`config.mk`:
```
export PLATFORM = sky130hd
export DESIGN_NAME = breath_pwm_array
export DESIGN_NICKNAME = d
export VERILOG_FILES = /design/src/rtl/breath_pkg.sv /design/src/rtl/breath_timebase.sv /design/src/rtl/breath_pwm_array.sv
export SDC_FILE = /design/constraint.sdc
export NUM_CORES = 1
export LEC_CHECK = 0
export ABC_AREA = 1
export ABC_CLOCK_PERIOD_IN_PS = 3900
export CAP_MARGIN = 5
export CORE_MARGIN = 5
export CORE_UTILIZATION = 56
export CTS_CLUSTER_SIZE = 40
export DETAILED_ROUTE_END_ITERATION = 6
export MAX_ROUTING_LAYER = met4
export PLACE_DENSITY = 0.87
export SYNTH_ARGS = -nofsm -noshare
export SYNTH_HDL_FRONTEND = slang
export SYNTH_SLANG_ARGS = --single-unit
export TNS_END_PERCENT = 1
```
`constraint.sdc`:
```
create_clock -name system_clk -period 3.9 [get_ports system_clk]
set_input_delay 0.78 -clock system_clk [delete_from_list [all_inputs] [get_ports system_clk]]
set_output_delay 0.78 -clock system_clk [all_outputs]
set_load 0.01 [all_outputs]
```
`src/rtl/breath_pkg.sv`:
```
// Shared constants for the breathing-LED PWM engine: channel modes,
// ramp direction encoding and a width helper for parameter-derived counters.
package breath_pkg;

    typedef logic [1:0] mode_t;

    localparam mode_t MODE_OFF    = 2'b00;
    localparam mode_t MODE_ON     = 2'b01;
    localparam mode_t MODE_BREATH = 2'b10;
    localparam mode_t MODE_ANTI   = 2'b11;

    typedef enum logic {
        DIR_RISE = 1'b0,
        DIR_FALL = 1'b1
    } dir_t;

    // Bits needed to hold 0..value-1; never less than 1 so a 2-entry range still gets a bit.
    function automatic int clog2(input int value);
        int w;
        w = 1;
        while ((32'd1 << w) < value)
            w = w + 1;
        return w;
    endfunction

endpackage

```
`src/rtl/breath_timebase.sv`:
```
// Shared timebase: tick prescaler -> PWM frame counter -> brightness ramp ->
// rise/fall direction FSM. Produces the current PWM position, the brightness
// level seen by every channel, the frame boundary strobe and the half-breath pulse.
module breath_timebase
    import breath_pkg::*;
#(
    parameter int TICK_DIV  = 100,
    parameter int PWM_STEPS = 1000,
    parameter int CW        = clog2(PWM_STEPS)
) (
    input  logic          system_clk,
    input  logic          rst_n,
    input  logic          en,
    output logic [CW-1:0] pwm_cnt,
    output logic [CW-1:0] level,
    output logic          frame_end,
    output dir_t          dir,
    output logic          half_pulse
);

    localparam int TW = clog2(TICK_DIV);
    localparam logic [TW-1:0] TICK_MAX = TW'(TICK_DIV - 1);
    localparam logic [CW-1:0] STEP_MAX = CW'(PWM_STEPS - 1);

    logic [TW-1:0] tick_cnt;
    logic [CW-1:0] ramp;
    logic          tick;
    logic          half_end;

    assign tick      = (tick_cnt == TICK_MAX);
    assign frame_end = tick && (pwm_cnt == STEP_MAX);
    assign half_end  = frame_end && (ramp == STEP_MAX);

    // Falling half mirrors the ramp so brightness is continuous across the turn.
    assign level = (dir == DIR_FALL) ? (STEP_MAX - ramp) : ramp;

    // Prescaler: one tick every TICK_DIV cycles.
    always_ff @(posedge system_clk or negedge rst_n) begin
        if (!rst_n)
            tick_cnt <= '0;
        else if (!en || tick)
            tick_cnt <= '0;
        else
            tick_cnt <= tick_cnt + 1'b1;
    end

    // PWM position within the frame, one step per tick.
    always_ff @(posedge system_clk or negedge rst_n) begin
        if (!rst_n)
            pwm_cnt <= '0;
        else if (!en || frame_end)
            pwm_cnt <= '0;
        else if (tick)
            pwm_cnt <= pwm_cnt + 1'b1;
    end

    // Brightness ramp, one step per frame; wraps at each half-breath.
    always_ff @(posedge system_clk or negedge rst_n) begin
        if (!rst_n)
            ramp <= '0;
        else if (!en || half_end)
            ramp <= '0;
        else if (frame_end)
            ramp <= ramp + 1'b1;
    end

    // Direction FSM: flips only at the end of a half-breath.
    always_ff @(posedge system_clk or negedge rst_n) begin
        if (!rst_n)
            dir <= DIR_RISE;
        else if (!en)
            dir <= DIR_RISE;
        else begin
            case (dir)
                DIR_RISE: if (half_end) dir <= DIR_FALL;
                DIR_FALL: if (half_end) dir <= DIR_RISE;
                default:  dir <= DIR_RISE;
            endcase
        end
    end

    // One-cycle strobe following each half-breath end.
    always_ff @(posedge system_clk or negedge rst_n) begin
        if (!rst_n)
            half_pulse <= 1'b0;
        else
            half_pulse <= en && half_end;
    end

endmodule

```
`src/rtl/breath_pwm_array.sv`:
```
// Multi-channel breathing-LED PWM engine. One shared timebase drives N_CH
// per-channel comparators; channel modes are shadowed and only take effect at
// frame boundaries so an output never glitches mid-frame.
module breath_pwm_array
    import breath_pkg::*;
#(
    parameter int N_CH      = 16,
    parameter int TICK_DIV  = 100,
    parameter int PWM_STEPS = 1000
) (
    input  logic              system_clk,
    input  logic              rst_n,
    input  logic              en,
    input  logic [2*N_CH-1:0] mode_cfg,
    output logic [N_CH-1:0]   light,
    output logic              breath_dir,
    output logic              half_pulse
);

    localparam int CW = clog2(PWM_STEPS);
    localparam logic [CW-1:0] STEP_MAX = CW'(PWM_STEPS - 1);

    logic [CW-1:0]           pwm_cnt;
    logic [CW-1:0]           level;
    logic [CW-1:0]           anti_level;
    logic                    frame_end;
    dir_t                    dir;
    logic [N_CH-1:0][1:0]    mode_q;
    logic [N_CH-1:0]         light_d;

    breath_timebase #(
        .TICK_DIV  (TICK_DIV),
        .PWM_STEPS (PWM_STEPS),
        .CW        (CW)
    ) u_timebase (
        .system_clk (system_clk),
        .rst_n      (rst_n),
        .en         (en),
        .pwm_cnt    (pwm_cnt),
        .level      (level),
        .frame_end  (frame_end),
        .dir        (dir),
        .half_pulse (half_pulse)
    );

    assign breath_dir = (dir == DIR_FALL);
    assign anti_level = STEP_MAX - level;

    // Mode shadow: follows mode_cfg while idle, otherwise latches only at frame end.
    always_ff @(posedge system_clk or negedge rst_n) begin
        if (!rst_n)
            mode_q <= '0;
        else if (!en || frame_end)
            mode_q <= mode_cfg;
    end

    // Per-channel comparator; level = STEP_MAX still leaves one dark tick, only ON is 100%.
    for (genvar i = 0; i < N_CH; i++) begin : g_ch
        assign light_d[i] = (mode_q[i] == MODE_ON)
                          | ((mode_q[i] == MODE_BREATH) & (pwm_cnt < level))
                          | ((mode_q[i] == MODE_ANTI)   & (pwm_cnt < anti_level));
    end

    // Output flops, forced dark while disabled.
    always_ff @(posedge system_clk or negedge rst_n) begin
        if (!rst_n)
            light <= '0;
        else if (!en)
            light <= '0;
        else
            light <= light_d;
    end

endmodule

```
======== Word level (Yosys, flattened, before mapping) ========
Index checks and enable logic that the tools add are counted.
cells by class
  add/subtract/negate cells ............... 5
  reduce and logical (&&, ||, !) cells .... 9
  $lt $le $gt $ge ......................... 2
  muxes and demuxes ....................... 11
  bitwise logic cells ..................... 65
  equal/unequal tests ..................... 51
operator list
  kind                                                              count
  2-bit == test (second input constant)                             32
  10-bit two-way mux                                                5
  1-bit bitwise AND                                                 32
  2-bit by 1-bit == test with 1-bit output (second input constant)  16
  1-bit bitwise OR                                                  32
  10-bit by 1-bit adder with 10-bit output (second input constant)  2
  10-bit == test (second input constant)                            2
  10-bit < comparator                                               2
  10-bit subtractor (first input constant)                          2
  16-bit two-way mux                                                1
  7-bit by 1-bit adder with 7-bit output (second input constant)    1
  7-bit == test (second input constant)                             1
  7-bit two-way mux                                                 1
  2-bit nonzero test                                                2
  1-bit logical AND                                                 3
  1-bit logical OR                                                  3
  1-bit two-way mux                                                 3
  1-bit one-hot mux with 2 select lines                             1
  1-bit zero test                                                   1
  1-bit NOT                                                         1
storage, ports and cells
  register bits after elaboration ......... 77

======== Depth between registers and ports, before layout ========
  word-level depth ........................ 7
  depth in mapped cells ................... 17
  gate-level depth less buffers ........... 16

======== By module ========
Synthesis repeated with hierarchy kept, for this count alone.
second synthesis, totals
  cell total of the unflattened synthesis .. 575
  area, all modules ....................... 4630.7 um^2
modules (own cells, without submodules)
  module            area an instance (um^2)  cells each  times used  sequential area each (um^2)
  breath_pwm_array  2715.1                   321         1           1201.2
  breath_timebase   1915.6                   254         1           725.7

======== Worst setup path after synthesis ========
OpenSTA, ideal clock, no wires.
  path type ............................... reg-to-reg
  from .................................... register u_timebase.ramp[3]
  to ...................................... register light[10]
  setup time .............................. 136 ps
  arrival ................................. 2636 ps
  stages on the path, launching flop included .. 18
  slack ................................... 1127 ps
  path buffers ............................ 1
  cell sequence ........................... dfrtp_1 -> inv_1 -> ha_1 -> or2_2 -> o21ai_0 -> nand2_1 -> nand2_1 -> nor3_2 -> xor2_1 -> ha_1 -> nand4_1 -> a21oi_1 -> nor2_1 -> nand2_1 -> buf_2 -> nand2_1 -> nand2_1 -> a21oi_1
between the ends
  word-level cells in the longest chain between the ends .. 7
  elaborated cells between the ends (all ways) .. 10
  those cells by class .................... add/sub (2); order compare (2); mux (2); bitwise (4)
RTL lines
  element                                                          line                                            text
  start: declaration                                               breath_timebase.sv:26                           logic [CW-1:0] ramp;
  start signal: assignment                                         breath_timebase.sv:64                           ramp <= ramp + 1'b1;
  10-bit subtractor                                                breath_timebase.sv:35                           assign level = (dir == DIR_FALL) ? (STEP_MAX - ramp) : ramp;
  10-bit two-way mux *                                             breath_timebase.sv:35
  10-bit subtractor / 10-bit < comparator (equally long branches)  breath_pwm_array.sv:47, breath_pwm_array.sv:60
  10-bit < comparator / 1-bit bitwise AND (equally long branches)  breath_pwm_array.sv:61, breath_pwm_array.sv:60
  1-bit bitwise AND / 1-bit bitwise OR (equally long branches)     breath_pwm_array.sv:61, breath_pwm_array.sv:60
  1-bit bitwise OR *                                               breath_pwm_array.sv:61                          | ((mode_q[i] == MODE_ANTI) & (pwm_cnt < anti_level));
  16-bit two-way mux *                                             breath_pwm_array.sv:68                          else if (!en)
  end signal: assignment                                           breath_pwm_array.sv:71                          light <= light_d;
  end: declaration                                                 breath_pwm_array.sv:15                          output logic [N_CH-1:0] light,
Mark *: on every way between the ends. The rest lies on a longest branch, timed or not.
A chain may end at the register's enable or synchronous reset.

======== Worst setup path in the final report ========
  from .................................... register u_timebase.ramp[3]
  to ...................................... register light[7]
The elaborated chain is that of the path after synthesis.

==> impl_metrics.csv <==
group,metric,value,unit
critical_path,startpoint_type,"register",
floorplan,io_pins,53,
final_layout,nNetsFinal,648,
sta,tightest_slew,0.9470,ns
critical_path,path_max_fanout,16,
sta,period_share,85.25,%
synthesis,ys_ff_latch,77,
global_routing,antenna_found_initial,0,
synthesis,synth_top_flop_cell,"dfrtp_1",
sta,skew,0.01261,ns
synthesis,synthTopCellsByArea,"dfrtp_1 45%, nand2_1 14%, ha_1 6.4%, inv_1 5.2%, nand3_1 4.0%",
sta,hold_viol,0,
sta,grt_setup_unrepaired,"no",
critical_path,setup.worst_path.class,"reg -> reg",
floorplan,dieHeight,97.57,um
drt,wl,9934,um
drt,wl_per_cell,14.23,um
sta,drv_slew,0,
clocking,clkSinkCount,77,
drt,via_per_inst,5.387,
global_routing,grt_pass1_wl,16720,um
drt,detail_route.first_pass.iterations,5,
drt,routed-via-count,3760,
drt,first_iter_violations,306,
drt,antenna_left,0,
synthesis,yosys.area.top_type_share,44.87,%
floorplan,die_w,97.57,um
outcome,outcome,"finished clean",
hold_path,hp-class,"reg -> reg",
synthesis,synth_top_area_cell,"dfrtp_1",
global_routing,grt_pass1_vias,3742,
placement,post-dp-hpwl,6930,um
synthesis,synth_fp_nets,596,
hold_path,hold_path_startpoint,"u_timebase.tick_cnt[0]$_DFF_PN0_",
global_routing,grt_use_total,22.11,%
power_and_ir_drop,p_leak,2.473,nW
synthesis,yosysSeqAreaShare,44.87,%
clocking,clk_pin_slew_worst_paths,0.08,ns
critical_path,crit_required,4.18,ns
synthesis,yosysWarningCount,0,
power_and_ir_drop,powerDensity,327.9,nW/um^2
final_layout,multiInputGateArea,2022,um^2
synthesis,synth_enable_flop_cells,0,
final_layout,fin_cells,698,
sta,setup_violations,0,
clocking,ctsResizeCount,0,
sta,max_slew_margin,36.87,%
final_layout,diodes,0,
sta,tns,0,ns
synthesis,synthCells,539,
sta,min_period,3.325,ns
clocking,clk_path_buf_depth,2,
critical_path,crit_arrival,3.60,ns
floorplan,die_area,9519,um^2
floorplan,rows,32,
sta,holdWs,0.4779,ns
drt,route.detailed.drc,0,
clocking,insertion_delay,0.37,ns
clocking,ctsHtreeMaxLevel,3,
final_layout,fill_cells,608,
global_routing,grt_overflow_total,0,
clocking,postCtsSetupRepairBufs,0,
floorplan,core,7607,um^2
placement,gp_congestion,0.8862,
final_layout,drive_above_1_share,7.215,%
placement,place_inst,682,
clocking,cts_tree,"yes",
clocking,ctsRootBufferMaster,"clkbuf_8",
final_layout,postLayoutCoreUtil,66.33,%
synthesis,syn_area_per_cell,7.967,um^2
critical_path,cp-end-kind,"register",
sta,fmax,300.8,MHz
synthesis,synth_area,4294,um^2
clocking,cts_made_buffers,9,
placement,portBuffers,52,
run,drv_cap,0,
floorplan,start_util,56.45,%
synthesis,yosysMostFrequentCell,"nand2_1",
synthesis,synth_common_cells,"156 x nand2_1, 77 x dfrtp_1, 59 x inv_1",
final_layout,syn_to_final_growth,17.51,%
critical_path,startpoint,"u_timebase.ramp[3]$_DFFE_PN0P_",
global_routing,grt_max_degree,78,
clocking,cts_hold_buf,0,
power_and_ir_drop,irDropWorstVdd,0.0002862,V
final_layout,regArea,1927,um^2
synthesis,synth_cell_types,33,
critical_path,rr_startpoint,"u_timebase.ramp[3]$_DFFE_PN0P_",
synthesis,async_flop_share,100.0,%
## cells in the final DEF, fill, tap and decap left out, types with 9 or more instances in the layout
| cell type | synthesis | final |
|---|---|---|
| nand3_1 | 34 | 34 |
| a21oi_1 | 32 | 32 |
| nand4_1 | 13 | 13 |
| o21ai_0 | 32 | 32 |
| nor2_1 | 44 | 44 |
| ha_1 | 22 | 22 |
| dfrtp_1 | 77 | 77 |
| nand2_1 | 156 | 156 |
| inv_1 | 59 | 59 |
| xor2_1 | 16 | 16 |
| clkdlybuf4s50_1 | 0 | 51 |
| clkbuf_8 | 0 | 9 |
## metrics by stage
| step | power [mW] | instance area (um^2) | setup WS, ns |
|---|---|---|---|
| after floorplan | 0.9963 | 4294 | 1.127 |
| after global routing | 1.731 | 5046 | 0.2315 |
| final | 1.655 | 5046 | 0.5751 |
| after global placement | 1.096 | 4866 | 0.6456 |
| after detailed placement | 1.108 | 4866 | 0.6302 |
| after CTS | 1.661 | 5046 | 0.5975 |
## cell families after synthesis
group | synth area share (%)
AOI/OAI and AO/OA | 8.479
xor gates and xnor gates | 4.254
adders and majority gates | 6.410
buffers and inverters | 8.042
DFF | 44.87
and+or+nand+nor | 27.94
## where the power goes
part,switching [mW],internal [mW]
registers,0.0322,0.847
logic,0.119,0.0947
clock network,0.322,0.240
total,0.473,1.18
## layout make-up
type | instances | share of cell area (%)
Clock buffer | 9 | 2.455
Tap cell | 102 | 2.529
Clock inverter | 7 | 1.116
Inverter | 64 | 4.786
Timing Repair Buffer | 56 | 10.86
Sequential cell | 77 | 38.19
Multi-Input combinational cell | 383 | 40.07
## flip-flops by register name, indices dropped and copies added (netlist names)
signal	count
u_timebase.half_pulse	1
u_timebase.dir	1
u_timebase.ramp	10
light	16
u_timebase.tick_cnt	7
mode_q	32
u_timebase.pwm_cnt	10
## worst max-delay path: stages, from the launching register on
cell and delay [ns]:
dfrtp_1 0.47, inv_1 0.16, ha_1 0.34, o21ai_2 0.21, xor2_2 0.19, inv_1 0.12
nor3_2 0.18, xor2_1 0.17, ha_1 0.28, a21oi_1 0.14, o21ai_0 0.09, nor2_1 0.10
nand2_1 0.38, nand2_1 0.17, nand2_1 0.08, a21oi_1 0.17
## per-layer routing
layer | up-vias | share of wire [%] | global-route usage (%)
met5 | - | 0 | -
met4 | 0 | 2.2 | 8.413
met3 | 23 | 5.9 | 5.025
met2 | 127 | 51 | 36.90
met1 | 1788 | 41 | 26.10
li1 | 1822 | - | -
## final timing paths
check / to / slack, ns / cells after the start
setup / recovery: light[7]$_DFF_PN0_ / 0.58 / 15
hold / removal: u_timebase.tick_cnt[0]$_DFF_PN0_ / 0.48 / 1
setup reg to reg: light[7]$_DFF_PN0_ / 0.58 / 15
hold reg to reg: u_timebase.tick_cnt[0]$_DFF_PN0_ / 0.48 / 1
max in group asynchronous: u_timebase.tick_cnt[6]$_DFF_PN0_ / 2.73 / 1
min in group asynchronous: u_timebase.ramp[3]$_DFFE_PN0P_ / 0.56 / 1
Note: power is estimated with default switching activity, not from simulation.
